$ cat config.mk
export PLATFORM = sky130hd
export DESIGN_NAME = mul_operand_feeder
export DESIGN_NICKNAME = d
export VERILOG_FILES = /design/src/rtl/mul_operand_feeder_pkg.sv /design/src/rtl/mul_operand_buf.sv /design/src/rtl/mul_operand_feeder.sv
export SDC_FILE = /design/constraint.sdc
export NUM_CORES = 1
export LEC_CHECK = 0
export ABC_AREA = 1
export BUFFER_PORTS_ARGS = -buffer_cell sky130_fd_sc_hd__clkbuf_2
export CELL_PAD_IN_SITES_DETAIL_PLACEMENT = 0
export CELL_PAD_IN_SITES_GLOBAL_PLACEMENT = 1
export CORE_MARGIN = 2
export CORE_UTILIZATION = 45
export DETAILED_ROUTE_END_ITERATION = 8
export HOLD_SLACK_MARGIN = 0.05
export PLACE_DENSITY = 0.69
export SYNTH_ARGS = -nofsm -noshare
export SYNTH_HDL_FRONTEND = slang
export SYNTH_HIERARCHICAL = 1
export SYNTH_SLANG_ARGS = --single-unit
$ cat constraint.sdc
create_clock -name clk -period 3.72 [get_ports clk]
set_input_delay 0.186 -clock clk [delete_from_list [all_inputs] [get_ports clk]]
set_output_delay 0.186 -clock clk [all_outputs]
set_load 0.05 [all_outputs]
$ cat src/rtl/mul_operand_feeder_pkg.sv
// Shared types and default sizing for the bf16 multiplier operand feeder.
// The multiplier and the system benches use the same defaults.
package mul_operand_feeder_pkg;

  localparam int DEFAULT_DW      = 16;
  localparam int DEFAULT_DEPTH   = 32;
  localparam int DEFAULT_AW      = 5;
  localparam int DEFAULT_TIMEOUT = 64;

  // Operand pair {a, b}: a in the upper half, b in the lower half.
  typedef logic [2*DEFAULT_DW-1:0] pair_t;

  typedef enum logic [1:0] {
    ST_IDLE  = 2'd0,
    ST_SEND  = 2'd1,
    ST_DRAIN = 2'd2,
    ST_DONE  = 2'd3
  } state_t;

endpackage

$ cat src/rtl/mul_operand_buf.sv
// Operand-pair store: one synchronous write port and one combinational read port.
// Contents survive reset so that a run can be replayed after an abort.
module mul_operand_buf
  import mul_operand_feeder_pkg::*;
#(
  parameter int DW    = DEFAULT_DW,
  parameter int DEPTH = DEFAULT_DEPTH,
  parameter int AW    = DEFAULT_AW
) (
  input  logic            clk,
  input  logic            wr_en,
  input  logic [AW-1:0]   wr_addr,
  input  logic [2*DW-1:0] wr_data,
  input  logic [AW-1:0]   rd_addr,
  output logic [2*DW-1:0] rd_data
);

  logic [2*DW-1:0] mem_reg [DEPTH];

  always_ff @(posedge clk) begin
    if (wr_en) begin
      mem_reg[wr_addr] <= wr_data;
    end
  end

  assign rd_data = mem_reg[rd_addr];

endmodule

$ cat src/rtl/mul_operand_feeder.sv
// Streams buffered operand pairs into the bf16 multiplier over stb/ack and
// counts returned result strobes, flagging timeouts and excess results.
module mul_operand_feeder
  import mul_operand_feeder_pkg::*;
#(
  parameter int DW      = DEFAULT_DW,
  parameter int DEPTH   = DEFAULT_DEPTH,
  parameter int AW      = DEFAULT_AW,
  parameter int TIMEOUT = DEFAULT_TIMEOUT
) (
  input  logic            clk,
  input  logic            rst,
  input  logic            wr_en,
  input  logic [AW-1:0]   wr_addr,
  input  logic [2*DW-1:0] wr_data,
  input  logic            start,
  input  logic [AW:0]     len,
  output logic [2*DW-1:0] output_mul,
  output logic            output_mul_stb,
  input  logic            output_mul_ack,
  input  logic            z_stb,
  output logic            busy,
  output logic            done,
  output logic            error,
  output logic [AW:0]     sent_cnt,
  output logic [AW:0]     recv_cnt
);

  localparam int LW = AW + 1;
  localparam int TW = $clog2(TIMEOUT + 1);
  localparam logic [LW-1:0] DEPTH_L   = LW'(DEPTH);
  localparam logic [TW-1:0] TIMEOUT_L = TW'(TIMEOUT);

  state_t          state_reg, state_next;
  logic [LW-1:0]   len_reg, len_next;
  logic [AW-1:0]   rd_ptr_reg, rd_ptr_next;
  logic [LW-1:0]   sent_reg, sent_next;
  logic [LW-1:0]   recv_reg, recv_next;
  logic            err_reg, err_next;
  logic [TW-1:0]   to_reg, to_next;
  logic [2*DW-1:0] rd_data;
  logic            buf_wr;
  logic            xfer;
  logic            z_count;

  // The buffer is frozen while a run is active, so the presented pair is
  // stable for as long as the multiplier withholds ack.
  assign buf_wr = wr_en && (state_reg == ST_IDLE || state_reg == ST_DONE);

  mul_operand_buf #(
    .DW    (DW),
    .DEPTH (DEPTH),
    .AW    (AW)
  ) u_buf (
    .clk     (clk),
    .wr_en   (buf_wr),
    .wr_addr (wr_addr),
    .wr_data (wr_data),
    .rd_addr (rd_ptr_reg),
    .rd_data (rd_data)
  );

  assign output_mul_stb = (state_reg == ST_SEND);
  assign output_mul     = output_mul_stb ? rd_data : '0;
  assign busy           = (state_reg == ST_SEND) || (state_reg == ST_DRAIN);
  assign done           = (state_reg == ST_DONE);
  assign error          = err_reg;
  assign sent_cnt       = sent_reg;
  assign recv_cnt       = recv_reg;

  assign xfer    = output_mul_stb && output_mul_ack;
  assign z_count = z_stb && busy;

  always_ff @(posedge clk) begin
    if (!rst) begin
      state_reg  <= ST_IDLE;
      len_reg    <= '0;
      rd_ptr_reg <= '0;
      sent_reg   <= '0;
      recv_reg   <= '0;
      err_reg    <= 1'b0;
      to_reg     <= '0;
    end else begin
      state_reg  <= state_next;
      len_reg    <= len_next;
      rd_ptr_reg <= rd_ptr_next;
      sent_reg   <= sent_next;
      recv_reg   <= recv_next;
      err_reg    <= err_next;
      to_reg     <= to_next;
    end
  end

  always_comb begin
    state_next  = state_reg;
    len_next    = len_reg;
    rd_ptr_next = rd_ptr_reg;
    sent_next   = sent_reg;
    recv_next   = recv_reg;
    err_next    = err_reg;
    to_next     = to_reg;

    case (state_reg)
      ST_IDLE, ST_DONE: begin
        if (start) begin
          len_next    = (len > DEPTH_L) ? DEPTH_L : len;
          rd_ptr_next = '0;
          sent_next   = '0;
          recv_next   = '0;
          err_next    = 1'b0;
          to_next     = '0;
          state_next  = (len == '0) ? ST_DONE : ST_SEND;
        end
      end
      ST_SEND: begin
        if (xfer) begin
          sent_next   = sent_reg + 1'b1;
          rd_ptr_next = rd_ptr_reg + 1'b1;
          if (sent_reg + 1'b1 == len_reg) begin
            state_next = ST_DRAIN;
          end
        end
      end
      ST_DRAIN: begin
        to_next = z_stb ? '0 : to_reg + 1'b1;
      end
      default: state_next = ST_IDLE;
    endcase

    // Results may arrive while still sending; anything beyond len is an error.
    if (z_count) begin
      if (recv_reg == len_reg) begin
        err_next = 1'b1;
      end else begin
        recv_next = recv_reg + 1'b1;
      end
    end

    if (state_reg == ST_DRAIN) begin
      if (recv_next == len_reg) begin
        state_next = ST_DONE;
      end else if (!z_stb && (to_reg + 1'b1 == TIMEOUT_L)) begin
        state_next = ST_DONE;
        err_next   = 1'b1;
      end
    end
  end

endmodule
* Yosys cells after proc, flatten, opt, wreduce, memory -nomap -nowiden
Memory sizes are Yosys's and may differ from the RTL's. A register that Yosys moved wholly into a read port is not among the register bits.
Index checks and enable logic that the tools add are counted.
** Word-level totals
- Bits in read-only memories :: 0
- Output and inout bits :: 48
- Latch bits :: 0
- Register bits after elaboration :: 33
- RAM bits :: 1024
- Memories :: 1
- Logic and storage cells :: 71
** Memory list
- u_buf.mem_reg :: words 32, bits a word 32, read ports 1, clocked after memory_dff 1, write ports 1, line mul_operand_buf.sv:18 : logic [2*DW-1:0] mem_reg [DEPTH];
** Operators by class
- Shifts and indexed selects :: 0
- Multiplexer cells :: 34
- Equal/unequal tests :: 9
- Reductions and logical operators :: 15
- Divide/modulo/power cells :: 0
- Add/subtract/negate cells :: 4
- Order comparisons :: 1
- Bitwise operators :: 0
- $mul :: 0
** Operator list (count)
- two-way mux 6 bit :: 7
- two-way mux 32 bit :: 1
- two-way mux 5 bit :: 4
- == test 6 bit :: 3
- two-way mux 2 bit :: 7
- two-way mux 7 bit :: 2
- one-hot mux 7 bit (2 select lines) :: 1
- adder 6 x 1 -> 6 bit (second input constant) :: 2
- one-hot mux 6 bit (2 select lines) :: 1
- one-hot mux 5 bit (2 select lines) :: 1
- two-way mux 1 bit :: 9
- adder 7 x 1 -> 7 bit (second input constant) :: 1
- == test 7 bit (second input constant) :: 1
- greater-than comparator 6 bit (second input constant) :: 1
- zero test 6 bit :: 1
- adder 5 x 1 -> 5 bit (second input constant) :: 1
- == test 2 bit (second input constant) :: 2
- logical AND 1 bit :: 4
- one-hot mux 2 bit (2 select lines) :: 1
- AND reduction 2 bit :: 2
- nonzero test 2 bit :: 2
- AND reduction 3 bit :: 1
- == test 2 x 1 -> 1 bit (second input constant) :: 1
- zero test 2 bit :: 1
- other kinds (5) :: 6

* Depth between registers and ports, before layout
Gate-level depths: netlist of the first run.
- Word-level depth :: 8
- Mapped depth :: 15
- Depth with buffers taken out :: 15

* Hierarchy
Netlist of the first run, hierarchy kept.
** By module, submodules not included
- mul_operand_buf :: instances 1, area an instance 41765.1 um^2, cells an instance 3504
- mul_operand_feeder :: instances 1, area an instance 2254.7 um^2, cells an instance 359

* Worst setup path after synthesis of the first run
Ideal clock, no wire load.
- Path type :: register -> register
- Start point :: register state_reg[0]
- End point :: memory u_buf/mem_reg[27][0] in the netlist's numbering (enable)
- Period minus slack after synthesis :: 2.970 ns
- Slack :: 0.750 ns
- Cell stages (with the launch flop) :: 7
- Buffers on the path :: 0
- Data arrival time :: 2.549 ns
- Library setup time :: 0.421 ns
- Data required time :: 3.299 ns
- Path through :: dfxtp_1 -> inv_1 -> ha_1 -> nand2_1 -> inv_1 -> nand3_1 -> nor2_1
** Between the ends
- Word-level cells in the longest chain between the ends :: 5
** RTL lines
- start, declared :: line mul_operand_feeder.sv:34 : state_t state_reg, state_next;
- start signal, assigned :: line mul_operand_feeder.sv:84 : state_reg <= state_next;
- == test 2 bit / zero test 2 bit (equally long branches) :: line mul_operand_feeder.sv:48 : assign buf_wr = wr_en && (state_reg == ST_IDLE || state_reg == ST_DONE);
- logical OR 1 bit * :: line mul_operand_feeder.sv:48
- logical AND 1 bit * :: line mul_operand_feeder.sv:48
- net buf_wr :: line mul_operand_feeder.sv:42 : logic buf_wr;
- two-way mux 1 bit * :: line mul_operand_buf.sv:21 : if (wr_en) begin
- two-way mux 1 bit (not written as such) * :: line mul_operand_buf.sv:22 : mem_reg[wr_addr] <= wr_data;
- end, declared :: line mul_operand_buf.sv:18
The timed path passes the listed nets; every way through them passes the cells marked *.

==> results of run 1 <==
## through the flow
step | hold slack, ns | cell area (um^2) | utilization | power [uW]
global placement | 0.451 | 46000 | 0.475 | 15000
floorplan | 0.285 | 44000 | - | 14500
CTS | 0.0520 | 49600 | 0.512 | 25400
global route | 0.106 | 49700 | 0.513 | 26000
finish | 0.0606 | 49700 | 0.513 | 25300
detailed placement | 0.454 | 46000 | 0.475 | 15100
## critical path, stage by stage, from the launching register on
cell	delay [ns]
dfxtp_4	0.63
buf_12	0.41
nand2_1	0.09
nand3_1	0.11
nand3_1	0.09
nand2_1	0.13
nand2_1	0.09
nand2_1	0.11
nand2_1	0.05
nand2_1	0.19
nand2_1	0.09
inv_1	0.24
buf_12	0.18
## power by group through the flow
stage	combinational (uW)	clock [uW]	sequential, uW
after floorplan	1080	0	13400
final	1630	10400	13200
after global routing	1800	11100	13200
after global placement	1600	0	13400
after detailed placement	1610	0	13400
after CTS	1630	10600	13200
## cell usage in the layout, fill, tap and decap left out, types with 6 or more instances in the layout
cell,synthesis,layout
nor2_4,2,34
inv_2,8,7
nand2_1,1557,1557
xor2_1,12,12
buf_12,0,38
a21oi_1,28,28
clkbuf_1,29,31
inv_1,69,67
clkinv_2,0,16
nor2_1,47,15
edfxtp_1,1024,1024
dlygate4sd3_1,0,19
clkbuf_2,0,94
buf_4,24,61
dfxtp_1,33,28
ha_1,8,7
clkinv_1,0,33
clkbuf_16,0,110
o21ai_0,6,6
nor3_1,6,6
nand3_1,797,797
## cell type report
| cell class | count | share of cell area |
|---|---|---|
| multi-input combinational | 2502 | 0.221 |
| clock inverter | 63 | 0.0106 |
| clock buffer | 141 | 0.0578 |
| timing repair inverter | 1 | 0.000227 |
| tap | 1276 | 0.0322 |
| timing repair buffer | 213 | 0.0384 |
| inverter | 79 | 0.00683 |
| antenna | 2 | 0.000101 |
| sequential | 1057 | 0.633 |
## cells by family (layout without fill, tap and decap cells)
family | Yosys count | after routing | synth area share
xor+xnor | 13 | 13 | 0.00259
simple gates | 2436 | 2436 | 0.233
buf+inv | 304 | 497 | 0.0426
fa+ha+maj | 8 | 8 | 0.00227
other cells | 0 | 2 | 0
flops | 1057 | 1057 | 0.714
compound gates | 45 | 45 | 0.00571
## layer usage
metal / GRT usage / vias to the layer above
met2: 0.399 / 1038
met1: 0.357 / 14400
met5: 0.00189 / -
met4: 0.0814 / 4
li1: - / 13600
met3: 0.0382 / 213
## what timing repair did
item,in CTS,in global routing
hold buffers,19,0
hold endpoints to repair,28,0
setup buffers,0,1
gates resized for setup,0,2
endpoints found under the setup margin,0,3
## worst max path at each step
stage                              from                    to  slack, ns  cells past startpoint
after floorplan            state_reg[0]  u_buf/mem_reg[27][0]       0.75                      6
after detailed placement  rd_ptr_reg[0]         output_mul[8]       0.93                     12
final                     rd_ptr_reg[0]        output_mul[21]       0.25                     12
after global routing      rd_ptr_reg[0]        output_mul[23]       0.05                     12
after global placement    rd_ptr_reg[0]         output_mul[8]       0.90                     12
after CTS                 rd_ptr_reg[0]         output_mul[8]       0.16                     12
==> metrics.cfg, run 1 <==
[setup_path]
endpoint_kind=output port
timing.rr.start=state_reg[0]
worstPathMaxFanout=102
r2r_cells=9
worstPathRequired_ns=3.53
r2r_slack_ns=0.83
reg2reg_to=len_reg[3]
cp-start-kind=flip-flop
worst_ep_arrival_time_ns=3.28
critical_path_class=reg2out

[timing]
tightest_slew_ns=0.878
setup-violations-final=0
fmax_ghz=0.288
finalSetupTns_ns=0
relSlewSlack=0.415
drv_slew=0
setup_slack_ns=0.250
min_period_ns=3.47
fin_skew_ns=0.0155
final-hold-violation-count=0
grt_setup_unrepaired=no
finalCritPeriodShare=0.933

[grt]
antenna_found_initial=5
grt_usage=0.251
grt_pass1_vias=27200
grt_max_degree=129
grt_pass1_wl_um=183000
grt_overflow=0

[logic_synthesis]
synth_top_area_cell=edfxtp_1
syn_area_per_cell_um2=11.4
synth_area_leaders=edfxtp_1, nand2_1, nand3_1
synth-async-reset-ratio=0
synth_ff_type=edfxtp_1
yosys-top-cells-count=nand2_1, edfxtp_1, nand3_1
syn_nets=3920
synth_top_area_frac=0.699
yosysWarnings=6
synth_edf_count=1024
synth_most_common_cell=nand2_1
synth_area_mm2=0.0440
ys_ff_latch=1057
syn-instance-count=3863
ys_seq_area_frac=0.714
ys_types=41

[routing]
route.top_layer_used=met5
wl_met2_um=58500
wl_met1_um=55400
drtPass1Iterations=5
drtIter0Drc=3030
ant_nets=0
drc=0
num_vias=29200
vias_per_cell=5.47
route.met3.wl_um=8320
wl_per_cell_um=23.6
routed_wl_um=126000

[min_path]
worst_hold_path.endpoint=u_buf/mem_reg[19][24]
hp-start=wr_data[24]
holdPathStages=1
hp-class=in2reg

[place]
dp_hpwl_um=65300
placedCellCount=5107
pre_cts_ws_ns=0.931
routabilityCongestion=0.787
portBuffers=96

[power_and_ir_drop]
clockPowerShare=0.413
ir_drop_uv=394
p_leak_uw=0.0183
power.switching_uw=5900
pwr-share-seq=0.522
power.internal_uw=19400
p_sw_frac=0.234
cellPowerDensity_mw_per_mm2=509
combPwrFrac=0.064

[cells_and_area]
fill_cells=8537
finalNetCount=4021
regArea_mm2=0.0314
largest_reg_flops=1024
multi_input_area_mm2=0.0110
synthToLayoutAreaGrowth_pct=12.8
final_cells=5334
final_layout_size_suffix_gt1_frac=0.100

[cts]
cts_root_buf=clkbuf_16
cts_tree=done
cts.clk_slew.worst_paths_ns=0.06
clkSinkCount=1057
clock_latency_ns=0.71
clockBufferDepth=3
h-tree-depth=3
cts_buffers=110

[floorplanning]
num_io_pins=97
die_area_mm2=0.100
placeableCoreArea_mm2=0.0969
start_util=0.455
die-width_um=317
fp.dieH_um=317
rows=114

[status]
status=finished clean

[job]
maxCapViolations=0

Note: power is estimated with default switching activity, not from simulation.
==> run 2, diff against run 1 <==
==> constraint.sdc (replaced) <==
create_clock -name clk -period 3.72 [get_ports clk]
set_input_delay 0.744 -clock clk [delete_from_list [all_inputs] [get_ports clk]]
set_output_delay 0.744 -clock clk [all_outputs]
set_load 0.05 [all_outputs]
==> run 2 against run 1 <==
Clock power grew 6%. Clock skew is 0.014 ns higher. Maximum frequency down 3.8%. Routed wire length rose by 0.50%. Global-route usage barely moved. Combinational power grew 8%. Final cell count is 0.15% higher. Final area is 1.5% higher. Critical endpoint is now output_mul[14]. Largest cell class unchanged. Largest power group unchanged.
==> metrics.cfg, run 2 (synthesis gave the netlist of run 1 again) <==
[timing]
setup-violations-final=0  ; unchanged
final-hold-violation-count=0  ; unchanged
tightest_slew_ns=0.955  ; was 0.878 ns
drv_slew=0  ; unchanged
relSlewSlack=0.363  ; was 0.415
finalCritPeriodShare=0.970  ; was 0.933
fin_skew_ns=0.0298  ; was 0.0155 ns
fin_hold_ws_ns=0.317  ; was 0.0606 ns
fmax_ghz=0.277  ; was 0.288 GHz
min_period_ns=3.61  ; was 3.47 ns

[power_and_ir_drop]
power_uw=25900  ; was 25300 uW
ir_drop_uv=401  ; was 394 uV
cellPowerDensity_mw_per_mm2=514  ; was 509 mW/mm^2
p_leak_uw=0.0187  ; was 0.0183 uW

[cells_and_area]
largest_reg_flops=1024  ; unchanged
mostFrequentLayoutCells=nand2_1, edfxtp_1, nand3_1  ; unchanged
finalNetCount=4027  ; was 4021
synthToLayoutAreaGrowth_pct=14.5  ; was 12.8%
final_layout_size_suffix_gt1_frac=0.111  ; was 0.100
fill_cells=8417  ; was 8537
final_common_cell=nand2_1  ; unchanged
fin_area_mm2=0.0504  ; was 0.0497 mm^2

[cts]
cts_buffers=112  ; was 110
clkSinkCount=1057  ; unchanged
cts.clk_slew.worst_paths_ns=0.06  ; about the same
clockBufferDepth=3  ; unchanged
cts_tree=done  ; unchanged
cts_root_buf=clkbuf_16  ; unchanged
clock_latency_ns=0.70  ; was 0.71 ns
h-tree-depth=3  ; unchanged

[routing]
drc=0  ; unchanged
drtIter0Drc=2870  ; was 3030
ant_nets=0  ; unchanged
drtPass1Iterations=5  ; unchanged
vias_per_cell=5.49  ; was 5.47
wl_per_cell_um=23.7  ; was 23.6 um
num_vias=29300  ; was 29200
routed_wl_um=127000  ; was 126000 um

[grt]
antenna_found_initial=10  ; was 5
grt_pass1_wl_um=183000  ; about the same
grt_pass1_vias=27200  ; about the same
grt_overflow=0  ; unchanged
grt_max_degree=122  ; was 129
grt_usage=0.251  ; about the same

[setup_path]
crit_top_cell=nand2_1  ; unchanged
reg2reg_to=u_buf/mem_reg[25][16]  ; was len_reg[3]
critical_path_class=reg2out  ; unchanged
cp_slowest_cell=dfxtp_4  ; unchanged
endpoint_kind=output port  ; unchanged
worst_ep_arrival_time_ns=2.86  ; was 3.28 ns
r2r_cells=7  ; was 9
timing.rr.start=state_reg[0]  ; unchanged
worstPathMaxFanout=26  ; was 102
path_buf_inv=6  ; was 3
cp-start-kind=flip-flop  ; unchanged
worstPathRequired_ns=2.98  ; was 3.53 ns
cpPeakStageDelay_ns=0.45  ; was 0.63 ns
crit_family=buffers and inverters  ; was simple AND/OR/NAND/NOR gates
crit_chain=buf_12 > clkinv_16 > buf_4 > clkbuf_16 > nand2_1 > nand3_1 > nand3_1 > nand2_1 > nand2_1 > nand2_1 > nand2_1 > nand2_1 > nand2_1 > inv_1 > clkbuf_2  ; was buf_12 > nand2_1 > nand3_1 > nand3_1 > nand2_1 > nand2_1 > nand2_1 > nand2_1 > nand2_1 > nand2_1 > inv_1 > buf_12
r2r_slack_ns=0.63  ; was 0.83 ns

[min_path]
hp-start=len[4]  ; was wr_data[24]
holdPathStages=3  ; was 1
hp-class=in2reg  ; unchanged
worst_hold_path.endpoint=len_reg[4]  ; was u_buf/mem_reg[19][24]

[floorplanning]
start_util=0.455  ; unchanged
fp.dieH_um=317  ; unchanged
num_io_pins=97  ; unchanged
placeableCoreArea_mm2=0.0969  ; unchanged
die-width_um=317  ; unchanged
die_area_mm2=0.100  ; unchanged
rows=114  ; unchanged

[place]
routabilityCongestion=0.787  ; about the same
portBuffers=96  ; unchanged
dp_hpwl_um=65000  ; was 65300 um
placed_area_mm2=0.0464  ; was 0.0460 mm^2

[status]
status=finished clean  ; unchanged

[job]
maxCapViolations=0  ; unchanged

## run 2: layer usage
metal  global-route usage  share of wire
met5                    0        0.00018
met3               0.0421          0.074
met1                0.365           0.44
met2                0.392           0.46
met4               0.0691          0.022
## run 2: worst register-to-register path: cells and delay by family, from the launching register on
family | cells | cell delay (ns)
DFF | 1 | 0.43
adders and majority gates | 1 | 0.37
and+or+nand+nor | 3 | 1.42
buffers and inverters | 3 | 0.57
## run 2: layout make-up
class | instances | area, um^2 | area share
flip-flops and latches | 1057 | 31400 | 0.624
multi-input cells | 2502 | 11000 | 0.218
clock buffers | 138 | 2960 | 0.0588
repair buffers | 215 | 2390 | 0.0474
well taps | 1276 | 1600 | 0.0317
clock inverters | 69 | 629 | 0.0125
inverters | 79 | 348 | 0.00690
repair inverters | 3 | 33.8 | 0.000670
diodes | 3 | 7.51 | 0.000149
## run 2: worst max-delay path by stage
| stage | start | end | slack, ns | cells past startpoint |
|---|---|---|---|---|
| 6_report | rd_ptr_reg[0] | output_mul[14] | 0.11 | 15 |
| 3_3_place_gp | rd_ptr_reg[0] | output_mul[11] | 0.58 | 13 |
| 3_5_place_dp | rd_ptr_reg[0] | output_mul[11] | 0.60 | 13 |
| 5_1_grt | rd_ptr_reg[0] | output_mul[2] | -0.002 | 12 |
| 4_1_cts | rd_ptr_reg[0] | output_mul[8] | 0.008 | 13 |
| 2_1_floorplan | state_reg[0] | u_buf/mem_reg[27][0] | 0.75 | 6 |
## run 2: timing repair
action	4_1_cts	5_1_grt
endpoints found under the setup margin	23	32
resized for setup	6	38
buffers inserted	2	3
hold buffers	0	0
cloned	3	6
## run 2: power by group
| part | internal [uW] | switching (uW) |
|---|---|---|
| clock network | 6440 | 4550 |
| logic | 500 | 1260 |
| registers | 13200 | 33.3 |
| total | 20100 | 5840 |
## run 2: metrics by stage
stage | cells | worst slack [ns] | setup TNS (ns) | utilization
after global routing | 5342 | -0.00158 | -0.00240 | 0.520
after floorplan | 3863 | 0.750 | 0 | -
after CTS | 5330 | 0.00803 | 0 | 0.517
final | 5342 | 0.113 | 0 | 0.520
after detailed placement | 5118 | 0.600 | 0 | 0.479
after global placement | 5118 | 0.585 | 0 | 0.479
